<file path="src/rtl/bzone_dl_router_if.sv">
// ioctl download stream from hps_io and ROM write port to the core.
// The master drives ioctl_* and the router (slave) drives dl_*.
interface bzone_dl_router_if;
  logic        ioctl_download;
  logic        ioctl_wr;
  logic [24:0] ioctl_addr;
  logic [7:0]  ioctl_dout;
  logic [7:0]  ioctl_index;
  logic [24:0] dl_addr;
  logic [7:0]  dl_data;
  logic        dl_wr;

  modport master (
    output ioctl_download, ioctl_wr,
    output ioctl_addr, ioctl_dout,
    output ioctl_index,
    input  dl_addr, dl_data, dl_wr
  );

  modport slave (
    input  ioctl_download, ioctl_wr,
    input  ioctl_addr, ioctl_dout,
    input  ioctl_index,
    output dl_addr, dl_data, dl_wr
  );
endinterface

</file>
<file path="src/rtl/bzone_dl_router.sv">
// Battlezone download router: ROM/core-select/DIP demux,
// ROM statistics and a stretched active-low core reset.
module bzone_dl_router #(
  parameter int          ROM_BYTES   = 32768,
  parameter int          RST_HOLD    = 1024,
  parameter logic [7:0]  MOD_DEFAULT = 8'hFF
) (
  input  logic        clk_sys,
  input  logic        reset,
  input  logic        ext_reset,
  bzone_dl_router_if.slave io,
  output logic [7:0]  dsw0,
  output logic [7:0]  dsw1,
  output logic        mod_battlezone,
  output logic        mod_bradley,
  output logic        mod_redbaron,
  output logic        core_reset_n,
  output logic [15:0] rom_count,
  output logic [7:0]  rom_sum,
  output logic        rom_ovf
);

  localparam int CW = $clog2(RST_HOLD + 1);

  typedef enum logic {HOLD, RUN} rst_state_t;

  rst_state_t    state, state_n;
  logic [CW-1:0] cnt, cnt_n;
  logic          dl_prev;
  logic [7:0]    mod;
  logic          qual, idx0, in_rom;
  logic          rom_hit, start, hold_req;
  logic          dip_hit;

  assign qual     = io.ioctl_wr & io.ioctl_download;
  assign idx0     = io.ioctl_index == 8'd0;
  assign in_rom   = io.ioctl_addr < 25'(ROM_BYTES);
  assign rom_hit  = qual & idx0 & in_rom;
  assign start    = io.ioctl_download & ~dl_prev & idx0;
  assign hold_req = ext_reset | io.ioctl_download;
  assign dip_hit  = qual & (io.ioctl_index == 8'd254)
                  & (io.ioctl_addr[24:3] == 22'd0);

  always_ff @(posedge clk_sys or posedge reset) begin
    if (reset) begin
      dl_prev    <= 1'b0;
      io.dl_addr <= '0;
      io.dl_data <= '0;
      io.dl_wr   <= 1'b0;
    end else begin
      dl_prev  <= io.ioctl_download;
      io.dl_wr <= rom_hit;
      if (rom_hit) begin
        io.dl_addr <= io.ioctl_addr;
        io.dl_data <= io.ioctl_dout;
      end
    end
  end

  // A download start on index 0 wins over a same-cycle ROM write.
  always_ff @(posedge clk_sys or posedge reset) begin
    if (reset) begin
      rom_count <= '0;
      rom_sum   <= '0;
      rom_ovf   <= 1'b0;
    end else if (start) begin
      rom_count <= '0;
      rom_sum   <= '0;
      rom_ovf   <= 1'b0;
    end else if (rom_hit) begin
      if (rom_count != 16'hFFFF)
        rom_count <= rom_count + 16'd1;
      rom_sum <= rom_sum + io.ioctl_dout;
    end else if (qual & idx0) begin
      rom_ovf <= 1'b1;
    end
  end

  always_ff @(posedge clk_sys or posedge reset) begin
    if (reset) begin
      mod  <= MOD_DEFAULT;
      dsw0 <= 8'h00;
      dsw1 <= 8'h00;
    end else begin
      if (qual & (io.ioctl_index == 8'd1))
        mod <= io.ioctl_dout;
      if (dip_hit & (io.ioctl_addr[2:0] == 3'd0))
        dsw0 <= io.ioctl_dout;
      if (dip_hit & (io.ioctl_addr[2:0] == 3'd1))
        dsw1 <= io.ioctl_dout;
    end
  end

  assign mod_battlezone = mod == 8'd0;
  assign mod_bradley    = mod == 8'd1;
  assign mod_redbaron   = mod == 8'd2;

  always_ff @(posedge clk_sys or posedge reset) begin
    if (reset) begin
      state <= HOLD;
      cnt   <= CW'(RST_HOLD);
    end else begin
      state <= state_n;
      cnt   <= cnt_n;
    end
  end

  // Counter reaching zero and the move to RUN share one edge.
  always_comb begin
    state_n = state;
    cnt_n   = cnt;
    priority case (1'b1)
      hold_req: begin
        state_n = HOLD;
        cnt_n   = CW'(RST_HOLD);
      end
      (state == HOLD) && (cnt <= CW'(1)): begin
        state_n = RUN;
        cnt_n   = '0;
      end
      state == HOLD: cnt_n = cnt - CW'(1);
      default: ;
    endcase
  end

  assign core_reset_n = state == RUN;

endmodule

</file>
<file path="src/flat_wrapper.sv">
// flat-port wrapper written by rule: the top's interface ports become plain ports
module bzone_dl_router_flat 
#(
  parameter int          ROM_BYTES   = 32768,
  parameter int          RST_HOLD    = 1024,
  parameter logic [7:0]  MOD_DEFAULT = 8'hFF
)
  (clk_sys, reset, ext_reset, dsw0, dsw1, mod_battlezone, mod_bradley, mod_redbaron, core_reset_n, rom_count, rom_sum, rom_ovf, io_ioctl_download, io_ioctl_wr, io_ioctl_addr, io_ioctl_dout, io_ioctl_index, io_dl_addr, io_dl_data, io_dl_wr);
  bzone_dl_router_if io_i ();
  input  logic clk_sys;
  input  logic reset;
  input  logic ext_reset;
  output logic [7:0] dsw0;
  output logic [7:0] dsw1;
  output logic mod_battlezone;
  output logic mod_bradley;
  output logic mod_redbaron;
  output logic core_reset_n;
  output logic [15:0] rom_count;
  output logic [7:0] rom_sum;
  output logic rom_ovf;
  input wire logic [$bits(io_i.ioctl_download)-1:0] io_ioctl_download;
  input wire logic [$bits(io_i.ioctl_wr)-1:0] io_ioctl_wr;
  input wire logic [$bits(io_i.ioctl_addr)-1:0] io_ioctl_addr;
  input wire logic [$bits(io_i.ioctl_dout)-1:0] io_ioctl_dout;
  input wire logic [$bits(io_i.ioctl_index)-1:0] io_ioctl_index;
  output wire logic [$bits(io_i.dl_addr)-1:0] io_dl_addr;
  output wire logic [$bits(io_i.dl_data)-1:0] io_dl_data;
  output wire logic [$bits(io_i.dl_wr)-1:0] io_dl_wr;
  assign io_i.ioctl_download = io_ioctl_download;
  assign io_i.ioctl_wr = io_ioctl_wr;
  assign io_i.ioctl_addr = io_ioctl_addr;
  assign io_i.ioctl_dout = io_ioctl_dout;
  assign io_i.ioctl_index = io_ioctl_index;
  assign io_dl_addr = io_i.dl_addr;
  assign io_dl_data = io_i.dl_data;
  assign io_dl_wr = io_i.dl_wr;
  bzone_dl_router #(.ROM_BYTES(ROM_BYTES), .RST_HOLD(RST_HOLD), .MOD_DEFAULT(MOD_DEFAULT)) u_core (.clk_sys(clk_sys), .reset(reset), .ext_reset(ext_reset), .io(io_i), .dsw0(dsw0), .dsw1(dsw1), .mod_battlezone(mod_battlezone), .mod_bradley(mod_bradley), .mod_redbaron(mod_redbaron), .core_reset_n(core_reset_n), .rom_count(rom_count), .rom_sum(rom_sum), .rom_ovf(rom_ovf));
endmodule
</file>
<file path="config.mk">
export PLATFORM = sky130hd
export DESIGN_NAME = bzone_dl_router_flat
export DESIGN_NICKNAME = d
export VERILOG_FILES = /design/src/rtl/bzone_dl_router_if.sv /design/src/rtl/bzone_dl_router.sv /design/src/flat_wrapper.sv
export SDC_FILE = /design/constraint.sdc
export NUM_CORES = 1
export LEC_CHECK = 0
export BUFFER_PORTS_ARGS = -buffer_cell sky130_fd_sc_hd__buf_2
export CAP_MARGIN = 15
export CELL_PAD_IN_SITES_DETAIL_PLACEMENT = 1
export CELL_PAD_IN_SITES_GLOBAL_PLACEMENT = 2
export CORE_UTILIZATION = 33
export DETAILED_ROUTE_END_ITERATION = 12
export PLACE_DENSITY = 0.83
export SYNTH_ARGS = -nofsm -noshare
export SYNTH_HDL_FRONTEND = slang
export SYNTH_SLANG_ARGS = --single-unit
</file>
<file path="constraint.sdc">
create_clock -name clk_sys -period 3.4 [get_ports clk_sys]
set_input_delay 0.17 -clock clk_sys [delete_from_list [all_inputs] [get_ports clk_sys]]
set_output_delay 0.17 -clock clk_sys [all_outputs]
set_load 0.005 [all_outputs]
</file>
Word level (Yosys, flattened, before mapping)
Index checks and enable logic that the tools add are counted.
- register bits after elaboration: 96
- bits of input ports: 46
- output and inout port bits: 79
- $add $sub $neg: 3
- $lt $le $gt $ge: 2
- eq/ne operators: 8
- mux-type cells: 13
- bitwise logic cells: 13
- reductions and logical operators: 11
- operators with widths (operator ; count):
    16-bit two-way mux ; 3
    11-bit two-way mux ; 3
    25-bit by 16-bit less-than comparator with 1-bit output, second input constant ; 1
    22-bit zero test ; 1
    16-bit by 1-bit adder with 16-bit output, second input constant ; 1
    8-bit by 1-bit == test with 1-bit output, second input constant ; 2
    8-bit zero test ; 2
    8-bit two-way mux ; 2
    16-bit inequality test, second input constant ; 1
    11-bit by 1-bit less-or-equal comparator with 1-bit output, second input constant ; 1
    11-bit by 1-bit subtractor with 11-bit output, second input constant ; 1
    1-bit AND ; 10
    8-bit adder ; 1
    8-bit by 2-bit == test with 1-bit output, second input constant ; 1
    8-bit == test, second input constant ; 1
    2-bit nonzero test ; 4
    1-bit two-way mux ; 5
    2-bit AND reduction ; 2
    3-bit by 1-bit == test with 1-bit output, second input constant ; 1
    3-bit zero test ; 1
    3-bit inequality test, second input constant ; 1
    2-bit inequality test, second input constant ; 1
    1-bit NOT ; 2
    1-bit logical AND ; 1
    1-bit bitwise OR ; 1

Logic depth before layout (Yosys ltp)
Gate-level depths: netlist of run 1.
- word-level depth: 5
- depth in mapped cells: 8
- depth with buffers taken out: 7

Worst setup path before layout of run 1
Ideal clock, no wire load.
- kind: input to register
- start: in io_ioctl_addr[2]
- end: reg u_core.dsw0[0]
- data arrival time: 2.091 ns
- setup slack: 1.184 ns
- cell stages on the path: 6
- cells stage by stage: or4b_1 > or4_1 > nor4_1 > nor2b_1 > buf_2 > mux2_2
- longest elaborated chain between the ends: 2
- ends and longest elaborated chain (element ; line ; source):
    start: declaration ; flat_wrapper.sv:24 ; input wire logic [$bits(io_i.ioctl_addr)-1:0] io_ioctl_addr;
    3-bit zero test ; bzone_dl_router.sv:87 ; if (dip_hit & (io.ioctl_addr[2:0] == 3'd0))
    1-bit AND ; bzone_dl_router.sv:87 ;
    end signal: assignment ; bzone_dl_router.sv:88 ; dsw0 <= io.ioctl_dout;
    end: declaration ; bzone_dl_router.sv:12 ; output logic [7:0] dsw0,
No other way between the ends.
A chain may end at the register's enable or synchronous reset.

Worst setup path in the final report of run 1
- start: reg u_core.rom_sum[0]
- end: reg u_core.rom_sum[6]
- longest elaborated chain between the ends: 3
- ends and longest elaborated chain (element ; line ; source):
    start: declaration ; bzone_dl_router.sv:19 ; output logic [7:0] rom_sum,
    start signal: assignment ; bzone_dl_router.sv:73 ; rom_sum <= rom_sum + io.ioctl_dout;
    8-bit adder ; bzone_dl_router.sv:73 ;
    8-bit two-way mux ; bzone_dl_router.sv:70 ; end else if (rom_hit) begin
    8-bit two-way mux ; bzone_dl_router.sv:66 ; end else if (start) begin
No other way between the ends. The select of a mux whose other input is x is not followed.

==> results of run 1 <==
[state kept, by name (all words and copies together) (netlist names)]
name                 cells
u_core.io.dl_wr          1
u_core.io.dl_data        8
u_core.cnt              11
u_core.mod               8
u_core.dsw0              8
u_core.core_reset_n      1
u_core.rom_count        16
u_core.dl_prev           1
u_core.rom_sum           8
u_core.io.dl_addr       25
u_core.dsw1              8
u_core.rom_ovf           1
[path summary, 6_finish.rpt]
kind	from	end	slack, ns	depth (start not counted)
max in group asynchronous	reset	u_core.mod[1]	2.12	4
min	io_ioctl_download	u_core.dl_prev	0.02	1
min in group asynchronous	reset	u_core.dsw1[7]	0.43	3
max	u_core.rom_sum[0]	u_core.rom_sum[6]	1.14	7
max reg2reg	u_core.rom_sum[0]	u_core.rom_sum[6]	1.14	7
min reg2reg	u_core.io.dl_addr[15]	u_core.io.dl_addr[15]	0.48	1
[area by class of cell]
class                           count  area share [%]
Clock buffer                       10           4.155
Clock inverter                      6          0.7947
Inverter                           10          0.7266
Multi-Input combinational cell    264           34.49
Sequential cell                    96           43.80
Tap cell                          172           3.906
Timing Repair Buffer              130           12.13
[cells by family after synthesis]
kind of cell,share of synthesized area (%)
compound gates,8.794
xor+xnor,2.383
fa+ha+maj,3.291
buf+inv,2.326
flops,54.72
mux,12.00
simple gates,16.48
[power by group through the flow]
| stage | Combinational, mW | Sequential [mW] | Clock (mW) |
|---|---|---|---|
| floorplan | 0.114 | 1.20 | 0 |
| global placement | 0.180 | 1.20 | 0 |
| detailed placement | 0.184 | 1.21 | 0 |
| CTS | 0.187 | 1.18 | 0.977 |
| global route | 0.208 | 1.19 | 1.02 |
| finish | 0.182 | 1.18 | 0.945 |
[worst max-delay path, delay by kind of cell (launching register included)]
kind / cells / cell delay (ns)
AOI/OAI and AO/OA: 5 / 1.13
adders and majority gates: 2 / 0.63
DFF: 1 / 0.40
[layer usage]
| layer | share of wire (%) | track usage (%) | up-vias |
|---|---|---|---|
| li1 | - | - | 1657 |
| met2 | 48 | 27.87 | 84 |
| met4 | 1.6 | 6.971 | 0 |
| met1 | 45 | 22.32 | 1725 |
| met5 | 0 | 0 | - |
| met3 | 5.5 | 4.360 | 14 |
[what timing repair did]
action / in CTS / in global routing
endpoints found under the hold margin: 31 / 0
hold buffers: 1 / 0
gates resized for setup: 0 / 0
[through the flow]
stage	setup slack [ns]	hold slack [ns]	util, %	power [mW]
after floorplan	0.7395	0.2014	-	1.315
after global placement	0.7979	0.2413	40.76	1.384
after detailed placement	0.7671	0.2533	40.76	1.390
after CTS	1.132	0.01271	42.97	2.348
after global routing	0.9400	0.02118	42.97	2.416
final	1.139	0.02355	42.97	2.312
[cell usage in the layout, fill, tap and decap left out, types with 3 or more instances in the layout]
cell	instances
a21oi_1	16
and2_1	11
buf_2	124
buf_4	5
clkbuf_16	9
dfrtp_1	87
dfstp_2	9
ha_1	10
inv_1	9
mux2_2	47
nand2_1	26
nand2b_1	4
nand3_1	16
nand4_1	7
nor2_1	26
nor2b_1	3
nor3_1	9
nor4_1	10
o211ai_1	3
o21ai_0	11
o31ai_1	7
or3_1	4
or4_1	9
xnor2_1	7
xor2_1	5
==> impl_metrics.prom, run 1 <==
# TYPE chip_impl_metric gauge
chip_impl_info{name="run_status",value="finished, final reports clean"} 1
chip_impl_metric{name="floorplan.initialDensity",unit="%"} 34.39
chip_impl_metric{name="place_congestion",unit=""} 0.7488
chip_impl_metric{name="grt_pass1_vias",unit=""} 3742
chip_impl_info{name="cts_tree",value="done"} 1
chip_impl_metric{name="wire_per_inst",unit="um"} 16.41
chip_impl_metric{name="power.sequential.fraction",unit="%"} 51.2
chip_impl_metric{name="syn_area_per_cell",unit="um^2"} 11.46
chip_impl_info{name="slowest_stage",value="fa_1"} 1
chip_impl_metric{name="postSynthNetCount",unit=""} 442
chip_impl_metric{name="pin_count_of_the_biggest_net_entering_global_routing",unit=""} 39
chip_impl_info{name="cp_cell_sequence",value="ha_1, fa_1, a21o_1, a21oi_1, o21ai_0, o311a_1, a32o_1"} 1
chip_impl_metric{name="maxSlewViolCount",unit=""} 0
chip_impl_metric{name="numPortBuffers",unit=""} 124
chip_impl_metric{name="multi_input_area",unit="um^2"} 1901
chip_impl_metric{name="cts_setup_buffers",unit=""} 0
chip_impl_metric{name="h_tree_depth",unit=""} 3
chip_impl_metric{name="nets",unit=""} 568
chip_impl_metric{name="area_overhead_of_the_layout_relative_to_synthesis",unit="%"} 24.94
chip_impl_metric{name="routed_via_density",unit=""} 5.058
chip_impl_metric{name="maxClockFrequency",unit="MHz"} 442.2
chip_impl_metric{name="fillers",unit=""} 1450
chip_impl_metric{name="clk_path_buf_depth",unit=""} 2
chip_impl_metric{name="dieHeight",unit="um"} 117.6
chip_impl_metric{name="power.internal",unit="mW"} 1.741
chip_impl_metric{name="yosysSeqAreaShare",unit="%"} 54.72
chip_impl_metric{name="synth-edff-count",unit=""} 0
chip_impl_metric{name="drtIter0Drc",unit=""} 148
chip_impl_metric{name="yosys_reg_bits",unit=""} 96
chip_impl_metric{name="total_clock_buffers_created_by_cts",unit=""} 9
chip_impl_metric{name="route.vias.total",unit=""} 3480
chip_impl_metric{name="routed_wl",unit="um"} 11290
chip_impl_info{name="root_buffer",value="clkbuf_16"} 1
chip_impl_info{name="timing.critical_path.to_type",value="flop"} 1
chip_impl_metric{name="post_synth_inst_count",unit=""} 385
chip_impl_metric{name="cp.required",unit="ns"} 3.64
chip_impl_metric{name="combPwrFrac",unit="%"} 7.9
chip_impl_metric{name="worstSkewPairLatency",unit="ns"} 0.35
chip_impl_metric{name="timing.max_slew.rel_slack",unit="%"} 51.22
chip_impl_info{name="post_synth_main_area_contributors",value="dfrtp_1 (49%), mux2_2 (12%), dfstp_2 (5.4%)"} 1
chip_impl_info{name="crit_type",value="reg -> reg"} 1
chip_impl_info{name="synth_flop_cell",value="dfrtp_1"} 1
chip_impl_metric{name="antenna_left",unit=""} 0
chip_impl_metric{name="dr.pass1.iters",unit=""} 4
chip_impl_metric{name="dpl_cell_area",unit="um^2"} 5228
chip_impl_info{name="synth_top_cell_by_area",value="dfrtp_1"} 1
chip_impl_metric{name="total_switching_power",unit="mW"} 0.5711
chip_impl_metric{name="placed_cells_incl_taps",unit=""} 671
chip_impl_metric{name="worstMarginPinSlew",unit="ns"} 0.7304
chip_impl_metric{name="stdcell_count",unit=""} 688
chip_impl_info{name="worstSetupStartpointType",value="flop"} 1
chip_impl_metric{name="grt.total_usage",unit="%"} 17.36
chip_impl_metric{name="yosysWarningCount",unit=""} 0
chip_impl_info{name="worst_hold_path_type",value="in -> reg"} 1
chip_impl_metric{name="num_rows",unit=""} 41
chip_impl_info{name="synth_common_cells",value="dfrtp_1 (87), mux2_2 (47), nand2_1 (26), nor2_1 (26)"} 1
chip_impl_metric{name="syn-cell-area",unit="um^2"} 4410
chip_impl_metric{name="layout.area.seq",unit="um^2"} 2414
chip_impl_metric{name="die_area",unit="um^2"} 13830
chip_impl_metric{name="grt-ovfl-total",unit=""} 0
chip_impl_metric{name="count_of_boundary_i_o_pins",unit=""} 125
chip_impl_metric{name="postLayoutCellArea",unit="um^2"} 5510
chip_impl_metric{name="finalWorstPathRequiredPeriod",unit="ns"} 2.261
chip_impl_metric{name="antenna-diode-count",unit=""} 0
chip_impl_metric{name="power_density",unit="nW/um^2"} 419.5
chip_impl_metric{name="core_area",unit="um^2"} 12820
chip_impl_metric{name="timing.clock.skew",unit="ns"} 0.003029
chip_impl_info{name="yosysMostFrequentCell",value="dfrtp_1"} 1
chip_impl_metric{name="power.share.clock",unit="%"} 40.9
chip_impl_info{name="setup_repair_after_global_routing_missed_its_margin",value="false"} 1
chip_impl_metric{name="drt_drc_violations_left",unit=""} 0
chip_impl_metric{name="ir_drop",unit="uV"} 269.7
chip_impl_metric{name="synth_cell_type_count",unit=""} 48
chip_impl_metric{name="cts.sinks",unit=""} 96
chip_impl_metric{name="crit_fanout",unit=""} 3
chip_impl_metric{name="grt_antenna_before_repair",unit=""} 0
chip_impl_metric{name="max_stage_delay",unit="ns"} 0.41
chip_impl_metric{name="fraction_of_layout_cells_with_a_size_suffix_above_1",unit="%"} 40.12
chip_impl_metric{name="synthArstFlopShare",unit="%"} 100.0
chip_impl_metric{name="period_share",unit="%"} 66.51
chip_impl_metric{name="grt_pass1_wl",unit="um"} 19140
chip_impl_metric{name="switching_share",unit="%"} 24.71
chip_impl_metric{name="yosysTopAreaCellShare",unit="%"} 49.36
chip_impl_metric{name="clk_transition_reported_paths",unit="ns"} 0.07
chip_impl_metric{name="max_cap_viol_count",unit=""} 0
chip_impl_metric{name="critPathArrivalTime",unit="ns"} 2.50
chip_impl_metric{name="setup_tns",unit="ns"} 0
chip_impl_metric{name="place.detailed.hpwl",unit="um"} 8296
chip_impl_metric{name="p_leak",unit="nW"} 2.848
chip_impl_metric{name="hold_viol_final",unit=""} 0
chip_impl_metric{name="die_w",unit="um"} 117.6
chip_impl_metric{name="setup_viol",unit=""} 0
(Power assumes the default switching activity.)
==> run 2, diff against run 1 <==
--- a/config.mk
+++ b/config.mk
@@ -9,9 +9,9 @@
 export CAP_MARGIN = 15
 export CELL_PAD_IN_SITES_DETAIL_PLACEMENT = 1
 export CELL_PAD_IN_SITES_GLOBAL_PLACEMENT = 2
-export CORE_UTILIZATION = 33
+export CORE_UTILIZATION = 30
 export DETAILED_ROUTE_END_ITERATION = 12
-export PLACE_DENSITY = 0.83
+export PLACE_DENSITY = 0.8
 export SYNTH_ARGS = -nofsm -noshare
 export SYNTH_HDL_FRONTEND = slang
 export SYNTH_SLANG_ARGS = --single-unit
==> constraint.sdc (replaced) <==
create_clock -name clk_sys -period 1.9 [get_ports clk_sys]
set_input_delay 0.095 -clock clk_sys [delete_from_list [all_inputs] [get_ports clk_sys]]
set_output_delay 0.095 -clock clk_sys [all_outputs]
set_load 0.005 [all_outputs]
==> run 2 against run 1 <==
The run now ends with negative setup slack left. Sequential share of layout area down 5.6 points. Clock power up 93%. Die area up 9.8%. Sequential power up 80%. Via count up 9.7%. Flip-flop and latch count unchanged. Register-to-register slack worse by 1.2 ns. Routed wire length up 15%. Critical path type unchanged. Largest cell class unchanged.
==> impl_metrics.prom, run 2 (synthesis results as in run 1) <==
# TYPE chip_impl_metric gauge
chip_impl_info{name="run_status",value="finished with violations"} 1
chip_impl_info{name="failing_checks",value="negative setup slack"} 1
chip_impl_metric{name="ir_drop",unit="uV"} 419.2
chip_impl_metric{name="hold_viol_final",unit=""} 0
chip_impl_metric{name="wire_per_inst",unit="um"} 16.93
chip_impl_metric{name="area_overhead_of_the_layout_relative_to_synthesis",unit="%"} 43.29
chip_impl_metric{name="fraction_of_layout_cells_with_a_size_suffix_above_1",unit="%"} 49.91
chip_impl_metric{name="period_share",unit="%"} 104.5
chip_impl_metric{name="route.vias.total",unit=""} 3819
chip_impl_metric{name="num_rows",unit=""} 43
chip_impl_metric{name="final_critical_path_setup_slack",unit="ns"} -0.08483
chip_impl_metric{name="critPathArrivalTime",unit="ns"} 2.22
chip_impl_metric{name="drtIter0Drc",unit=""} 85
chip_impl_metric{name="dr.pass1.iters",unit=""} 4
chip_impl_metric{name="routed_via_density",unit=""} 4.979
chip_impl_info{name="layout_common_cells",value="buf_2 (122), dfrtp_1 (84), buf_4 (59)"} 1
chip_impl_info{name="worst_hold_path_type",value="in -> reg"} 1
chip_impl_metric{name="floorplan.initialDensity",unit="%"} 31.29
chip_impl_info{name="worstSetupStartpointType",value="flop"} 1
chip_impl_metric{name="worstMarginPinSlew",unit="ns"} 0.6508
chip_impl_metric{name="count_of_boundary_i_o_pins",unit=""} 125
chip_impl_metric{name="place.detailed.hpwl",unit="um"} 9333
chip_impl_metric{name="grt_pass1_vias",unit=""} 4035
chip_impl_info{name="timing.critical_path.to_type",value="flop"} 1
chip_impl_metric{name="cts.sinks",unit=""} 96
chip_impl_metric{name="postLayoutCellArea",unit="um^2"} 6320
chip_impl_metric{name="pin_count_of_the_biggest_net_entering_global_routing",unit=""} 50
chip_impl_metric{name="finalHoldWorstSlack",unit="ns"} 0.01717
chip_impl_metric{name="place_congestion",unit=""} 0.7855
chip_impl_metric{name="timing.clock.skew",unit="ns"} 0.008692
chip_impl_metric{name="finalWorstPathRequiredPeriod",unit="ns"} 1.985
chip_impl_metric{name="grt_antenna_before_repair",unit=""} 0
chip_impl_metric{name="antenna-diode-count",unit=""} 0
chip_impl_metric{name="maxSlewViolCount",unit=""} 0
chip_impl_metric{name="largest_register_ffs",unit=""} 25
chip_impl_metric{name="h_tree_depth",unit=""} 3
chip_impl_info{name="root_buffer",value="clkbuf_16"} 1
chip_impl_metric{name="power_density",unit="nW/um^2"} 685.2
chip_impl_metric{name="setup_viol",unit=""} 11
chip_impl_metric{name="crit_fanout",unit=""} 2
chip_impl_metric{name="drt_drc_violations_left",unit=""} 0
chip_impl_metric{name="p_leak",unit="nW"} 3.240
chip_impl_metric{name="nets",unit=""} 639
chip_impl_metric{name="dieHeight",unit="um"} 123.3
chip_impl_metric{name="clk_path_buf_depth",unit=""} 2
chip_impl_metric{name="die_w",unit="um"} 123.3
chip_impl_metric{name="clk_transition_reported_paths",unit="ns"} 0.07
chip_impl_metric{name="timing.max_slew.rel_slack",unit="%"} 56.61
chip_impl_metric{name="die_area",unit="um^2"} 15190
chip_impl_metric{name="core_area",unit="um^2"} 14100
chip_impl_metric{name="maxClockFrequency",unit="MHz"} 503.8
chip_impl_metric{name="finalPower",unit="mW"} 4.330
chip_impl_metric{name="grt_pass1_wl",unit="um"} 20870
chip_impl_info{name="largest_registers",value="u_core.io.dl_addr: 25 flops, u_core.rom_count: 16 flops, u_core.cnt: 11 flops"} 1
chip_impl_metric{name="cp.required",unit="ns"} 2.13
chip_impl_metric{name="numPortBuffers",unit=""} 124
chip_impl_info{name="cts_tree",value="done"} 1
chip_impl_info{name="final_common_cell",value="buf_2"} 1
chip_impl_metric{name="post-route-util",unit="%"} 44.83
chip_impl_metric{name="dpl_cell_area",unit="um^2"} 5693
chip_impl_metric{name="antenna_left",unit=""} 0
chip_impl_metric{name="total_clock_buffers_created_by_cts",unit=""} 9
chip_impl_metric{name="grt-ovfl-total",unit=""} 0
chip_impl_info{name="setup_repair_after_global_routing_missed_its_margin",value="true"} 1
chip_impl_metric{name="routed_wl",unit="um"} 12990
chip_impl_metric{name="worstSkewPairLatency",unit="ns"} 0.35
chip_impl_metric{name="max_cap_viol_count",unit=""} 0
chip_impl_info{name="crit_type",value="reg -> reg"} 1
chip_impl_metric{name="grt.total_usage",unit="%"} 17.87
chip_impl_info{name="max_flop_register",value="u_core.io.dl_addr"} 1
## run 2: final timing paths
kind                                  startpoint               endpoint  slack (ns)  cells past startpoint
min in group asynchronous                  reset   u_core.io.dl_data[6]        0.49                      4
max in group asynchronous                  reset    u_core.rom_count[3]        0.95                      4
max reg2reg                    u_core.rom_sum[0]      u_core.rom_sum[6]       -0.08                      7
max                            u_core.rom_sum[0]      u_core.rom_sum[6]       -0.08                      7
min reg2reg                u_core.io.dl_addr[24]  u_core.io.dl_addr[24]        0.49                      1
min                            io_ioctl_addr[10]  u_core.io.dl_addr[10]        0.02                      2
## run 2: per-layer routing
layer	up-vias	GRT usage, %	share of wire (%)
met5	-	0	0
met4	0	6.551	1.7
met3	18	4.290	4.8
met2	82	30.13	50
met1	1919	22.13	43
li1	1800	-	-
## run 2: stage by stage
step	std cells	setup TNS, ns	setup slack [ns]
3_5_place_dp	729	-12.81	-0.5154
3_3_place_gp	729	-10.68	-0.4688
6_report	767	-0.1540	-0.08483
4_1_cts	758	-0.2501	-0.07591
2_1_floorplan	385	-1.570	-0.1260
5_1_grt	767	-0.9642	-0.1512
## run 2: critical path, cell delays in order (launching register included)
cell,delay [ns]
dfrtp_1,0.39
ha_2,0.20
fa_2,0.34
a21o_1,0.18
a21oi_2,0.18
o21ai_2,0.07
o311a_1,0.29
a32o_1,0.22
## run 2: timing repair
item                                    CTS  global route
buffers inserted                          1             8
hold endpoints to repair                 99             1
pin swaps                                 1             9
gates cloned                              0             1
resized for setup                        10            23
endpoints found under the setup margin   18            19
hold buffers                             12             1
## run 2: power breakdown
part	leakage (nW)	switching (mW)	internal, mW
Combinational	1.81	0.206	0.186
Clock	0.140	0.797	1.02
Sequential	1.29	0.0347	2.08
## run 2: layout make-up
class / count / area, um^2
sequential: 96 / 2417
clock buffer: 11 / 232.7
inverter: 10 / 41.29
timing repair buffer: 200 / 1272
tap: 180 / 225.2
multi-input combinational: 265 / 2074
fill: 1601 / 7776
clock inverter: 5 / 56.30
==> run 3, diff against run 2 <==
--- a/config.mk
+++ b/config.mk
@@ -5,13 +5,14 @@
 export SDC_FILE = /design/constraint.sdc
 export NUM_CORES = 1
 export LEC_CHECK = 0
+export ABC_AREA = 1
 export BUFFER_PORTS_ARGS = -buffer_cell sky130_fd_sc_hd__buf_2
 export CAP_MARGIN = 15
 export CELL_PAD_IN_SITES_DETAIL_PLACEMENT = 1
 export CELL_PAD_IN_SITES_GLOBAL_PLACEMENT = 2
 export CORE_UTILIZATION = 30
 export DETAILED_ROUTE_END_ITERATION = 12
-export PLACE_DENSITY = 0.8
+export PLACE_DENSITY = 0.82
 export SYNTH_ARGS = -nofsm -noshare
 export SYNTH_HDL_FRONTEND = slang
 export SYNTH_SLANG_ARGS = --single-unit
==> constraint.sdc (replaced) <==
create_clock -name clk_sys -period 2.1 [get_ports clk_sys]
set_input_delay 0.105 -clock clk_sys [delete_from_list [all_inputs] [get_ports clk_sys]]
set_output_delay 0.105 -clock clk_sys [all_outputs]
set_load 0.005 [all_outputs]
==> run 3 against run 2 <==
The run now ends clean. Fmax is 7.8% higher. Synthesized cell count is 52% higher. Clock power down 9%. Combinational power fell by 2%.
==> impl_metrics.prom, run 3 <==
# TYPE chip_impl_metric gauge
chip_impl_metric{name="synth-edff-count",unit=""} 0
chip_impl_info{name="run_status",value="finished, final reports clean"} 1
chip_impl_metric{name="total_clock_buffers_created_by_cts",unit=""} 9
chip_impl_info{name="yosysMostFrequentCell",value="nand2_1"} 1
chip_impl_metric{name="crit_fanout",unit=""} 21
chip_impl_metric{name="grt_antenna_before_repair",unit=""} 0
chip_impl_metric{name="area_overhead_of_the_layout_relative_to_synthesis",unit="%"} 26.03
chip_impl_metric{name="hold_viol_final",unit=""} 0
chip_impl_metric{name="num_rows",unit=""} 45
chip_impl_info{name="timing.critical_path.to_type",value="flop"} 1
chip_impl_metric{name="timing.clock.skew",unit="ns"} 0.01047
chip_impl_metric{name="critPathArrivalTime",unit="ns"} 2.12
chip_impl_metric{name="period_share",unit="%"} 87.71
chip_impl_metric{name="total_switching_power",unit="mW"} 1.084
chip_impl_metric{name="grt_pass1_wl",unit="um"} 23400
chip_impl_metric{name="syn_area_per_cell",unit="um^2"} 8.169
chip_impl_metric{name="count_of_boundary_i_o_pins",unit=""} 125
chip_impl_metric{name="cts.sinks",unit=""} 96
chip_impl_metric{name="cp.required",unit="ns"} 2.37
chip_impl_metric{name="drtIter0Drc",unit=""} 104
chip_impl_metric{name="synthArstFlopShare",unit="%"} 100.0
chip_impl_metric{name="syn-cell-area",unit="um^2"} 4787
chip_impl_metric{name="dieHeight",unit="um"} 128.3
chip_impl_metric{name="core_area",unit="um^2"} 15370
chip_impl_metric{name="worstMarginPinSlew",unit="ns"} 0.6902
chip_impl_metric{name="postSynthNetCount",unit=""} 643
chip_impl_metric{name="ir_drop",unit="uV"} 388.5
chip_impl_metric{name="setup_viol",unit=""} 0
chip_impl_metric{name="pin_count_of_the_biggest_net_entering_global_routing",unit=""} 42
chip_impl_metric{name="yosysWarningCount",unit=""} 0
chip_impl_info{name="cts_tree",value="done"} 1
chip_impl_metric{name="h_tree_depth",unit=""} 3
chip_impl_metric{name="clk_path_buf_depth",unit=""} 2
chip_impl_metric{name="antenna-diode-count",unit=""} 0
chip_impl_metric{name="maxClockFrequency",unit="MHz"} 542.9
chip_impl_metric{name="routed_via_density",unit=""} 4.718
chip_impl_metric{name="p_leak",unit="nW"} 3.288
chip_impl_info{name="largest_registers",value="u_core.io.dl_addr: 25 flops, u_core.rom_count: 16 flops, u_core.cnt: 11 flops"} 1
chip_impl_info{name="final_common_cell",value="nand2_1"} 1
chip_impl_metric{name="largest_register_ffs",unit=""} 25
chip_impl_metric{name="clk_transition_reported_paths",unit="ns"} 0.08
chip_impl_info{name="post_synth_main_area_contributors",value="dfrtp_1 (45%), nand2_1 (15%), nor2_1 (5.6%)"} 1
chip_impl_info{name="root_buffer",value="clkbuf_16"} 1
chip_impl_info{name="layout_common_cells",value="nand2_1 (193), buf_2 (124), dfrtp_1 (87)"} 1
chip_impl_metric{name="floorplan.initialDensity",unit="%"} 31.14
chip_impl_metric{name="timing.max_slew.rel_slack",unit="%"} 53.89
chip_impl_info{name="crit_type",value="reg -> reg"} 1
chip_impl_metric{name="post-place-ws",unit="ns"} 0.2657
chip_impl_metric{name="postLayoutCellArea",unit="um^2"} 6033
chip_impl_metric{name="max_cap_viol_count",unit=""} 0
chip_impl_info{name="worstSetupStartpointType",value="flop"} 1
chip_impl_metric{name="reg2regPathDepth",unit=""} 9
chip_impl_metric{name="drt_drc_violations_left",unit=""} 0
chip_impl_metric{name="die_w",unit="um"} 128.3
chip_impl_metric{name="place.detailed.hpwl",unit="um"} 10650
chip_impl_metric{name="dr.pass1.iters",unit=""} 4
chip_impl_metric{name="nets",unit=""} 780
chip_impl_metric{name="die_area",unit="um^2"} 16470
chip_impl_metric{name="post-route-util",unit="%"} 39.25
chip_impl_metric{name="yosysTopAreaCellShare",unit="%"} 45.48
chip_impl_metric{name="switching_share",unit="%"} 27.42
chip_impl_metric{name="route.vias.total",unit=""} 4430
chip_impl_info{name="synth_common_cells",value="nand2_1 (193), dfrtp_1 (87), nor2_1 (72), inv_1 (51), o21ai_0 (30)"} 1
chip_impl_info{name="setup_repair_after_global_routing_missed_its_margin",value="false"} 1
chip_impl_metric{name="grt.total_usage",unit="%"} 18.22
chip_impl_info{name="synth_flop_cell",value="dfrtp_1"} 1
chip_impl_metric{name="wire_per_inst",unit="um"} 14.94
chip_impl_info{name="synth_top_cell_by_area",value="dfrtp_1"} 1
chip_impl_metric{name="power_density",unit="nW/um^2"} 655.3
chip_impl_metric{name="antenna_left",unit=""} 0
chip_impl_metric{name="final_critical_path_setup_slack",unit="ns"} 0.2581
chip_impl_metric{name="synth_cell_type_count",unit=""} 31
chip_impl_metric{name="fraction_of_layout_cells_with_a_size_suffix_above_1",unit="%"} 25.82
chip_impl_metric{name="finalPower",unit="mW"} 3.954
chip_impl_metric{name="yosys_reg_bits",unit=""} 96
chip_impl_metric{name="finalWorstPathRequiredPeriod",unit="ns"} 1.842
chip_impl_metric{name="post_synth_inst_count",unit=""} 586
chip_impl_metric{name="whs_path_depth",unit=""} 3
chip_impl_metric{name="grt-ovfl-total",unit=""} 0
chip_impl_metric{name="power.share.clock",unit="%"} 41.7
chip_impl_metric{name="setup_tns",unit="ns"} 0
chip_impl_metric{name="yosysSeqAreaShare",unit="%"} 50.42
chip_impl_info{name="worst_hold_path_type",value="in -> reg"} 1
chip_impl_info{name="max_flop_register",value="u_core.io.dl_addr"} 1
chip_impl_metric{name="numPortBuffers",unit=""} 124
chip_impl_metric{name="worstSkewPairLatency",unit="ns"} 0.36
chip_impl_metric{name="dpl_cell_area",unit="um^2"} 5682
chip_impl_metric{name="grt_pass1_vias",unit=""} 4801
chip_impl_metric{name="place_congestion",unit=""} 0.8201
chip_impl_metric{name="power.sequential.fraction",unit="%"} 48.5
chip_impl_metric{name="power.internal",unit="mW"} 2.870
chip_impl_metric{name="combPwrFrac",unit="%"} 9.8
chip_impl_metric{name="maxSlewViolCount",unit=""} 0
chip_impl_metric{name="routed_wl",unit="um"} 14030
run 3: power groups by stage:
stage          clock network, mW  logic [mW]  registers (mW)
6_report                    1.65       0.386            1.92
3_3_place_gp                   0       0.371            1.95
2_1_floorplan                  0       0.240            1.95
4_1_cts                     1.70       0.395            1.92
3_5_place_dp                   0       0.384            1.95
5_1_grt                     1.75       0.446            1.92
run 3: logic make-up after synthesis:
logic type,after synthesis,share of synthesized area [%]
AO/OA/AOI/OAI,46,5.332
XOR/XNOR,21,3.842
adder cells (fa/ha/maj),11,3.032
buffers and inverters,68,5.855
flip-flops,96,50.42
AND/OR/NAND/NOR,344,31.52
run 3: final cells by class:
class	count	area [um^2]
Clock inverter	6	58.81
Fill cell	1905	9338
Multi-Input combinational cell	422	2093
Timing Repair Buffer	139	760.7
Clock buffer	10	229.0
Inverter	55	214.0
Tap cell	211	264.0
Sequential cell	96	2414
run 3: routing by layer:
layer  track usage (%)  vias up  part of all wire (%)
met3             4.132       16                   5.1
met2             31.61       92                    48
met1             21.96     2176                    45
met4             6.990        0                   1.9
li1                  -     2146                     -
met5                 0        -                     0
run 3: timing repair:
action | CTS | global route
endpoints found under the setup margin | 0 | 6
hold endpoints to repair | 26 | 0
hold buffers | 6 | 0
gates resized for setup | 0 | 1
setup buffers | 0 | 0
run 3: critical path: stages, from the launching register on:
cell and delay, ns:
dfrtp_1 0.41, ha_1 0.22, nand3_2 0.13, nor2_4 0.16, nand2_2 0.09, nor2_2 0.09, nand3_2 0.09, nand2_2 0.37
nand2_1 0.12, o21ai_2 0.08
run 3: per-stage QoR:
step                hold WS (ns)  cells
floorplan                 0.1364    586
global placement          0.2545    917
detailed placement        0.2592    917
CTS                      0.01371    939
global route             0.04114    939
finish                   0.02184    939
run 3: path summary, 6_finish.rpt:
kind | endpoint | startpoint | slack, ns
worst min-delay path | u_core.io.dl_addr[7] | io_ioctl_addr[7] | 0.02
worst max-delay path | u_core.rom_count[13] | u_core.rom_count[1] | 0.26
max in group asynchronous | u_core.mod[6] | reset | 0.98
min in group asynchronous | u_core.dsw1[1] | reset | 0.41
worst max register to register | u_core.rom_count[13] | u_core.rom_count[1] | 0.26
worst min register to register | u_core.io.dl_addr[1] | u_core.io.dl_addr[1] | 0.48
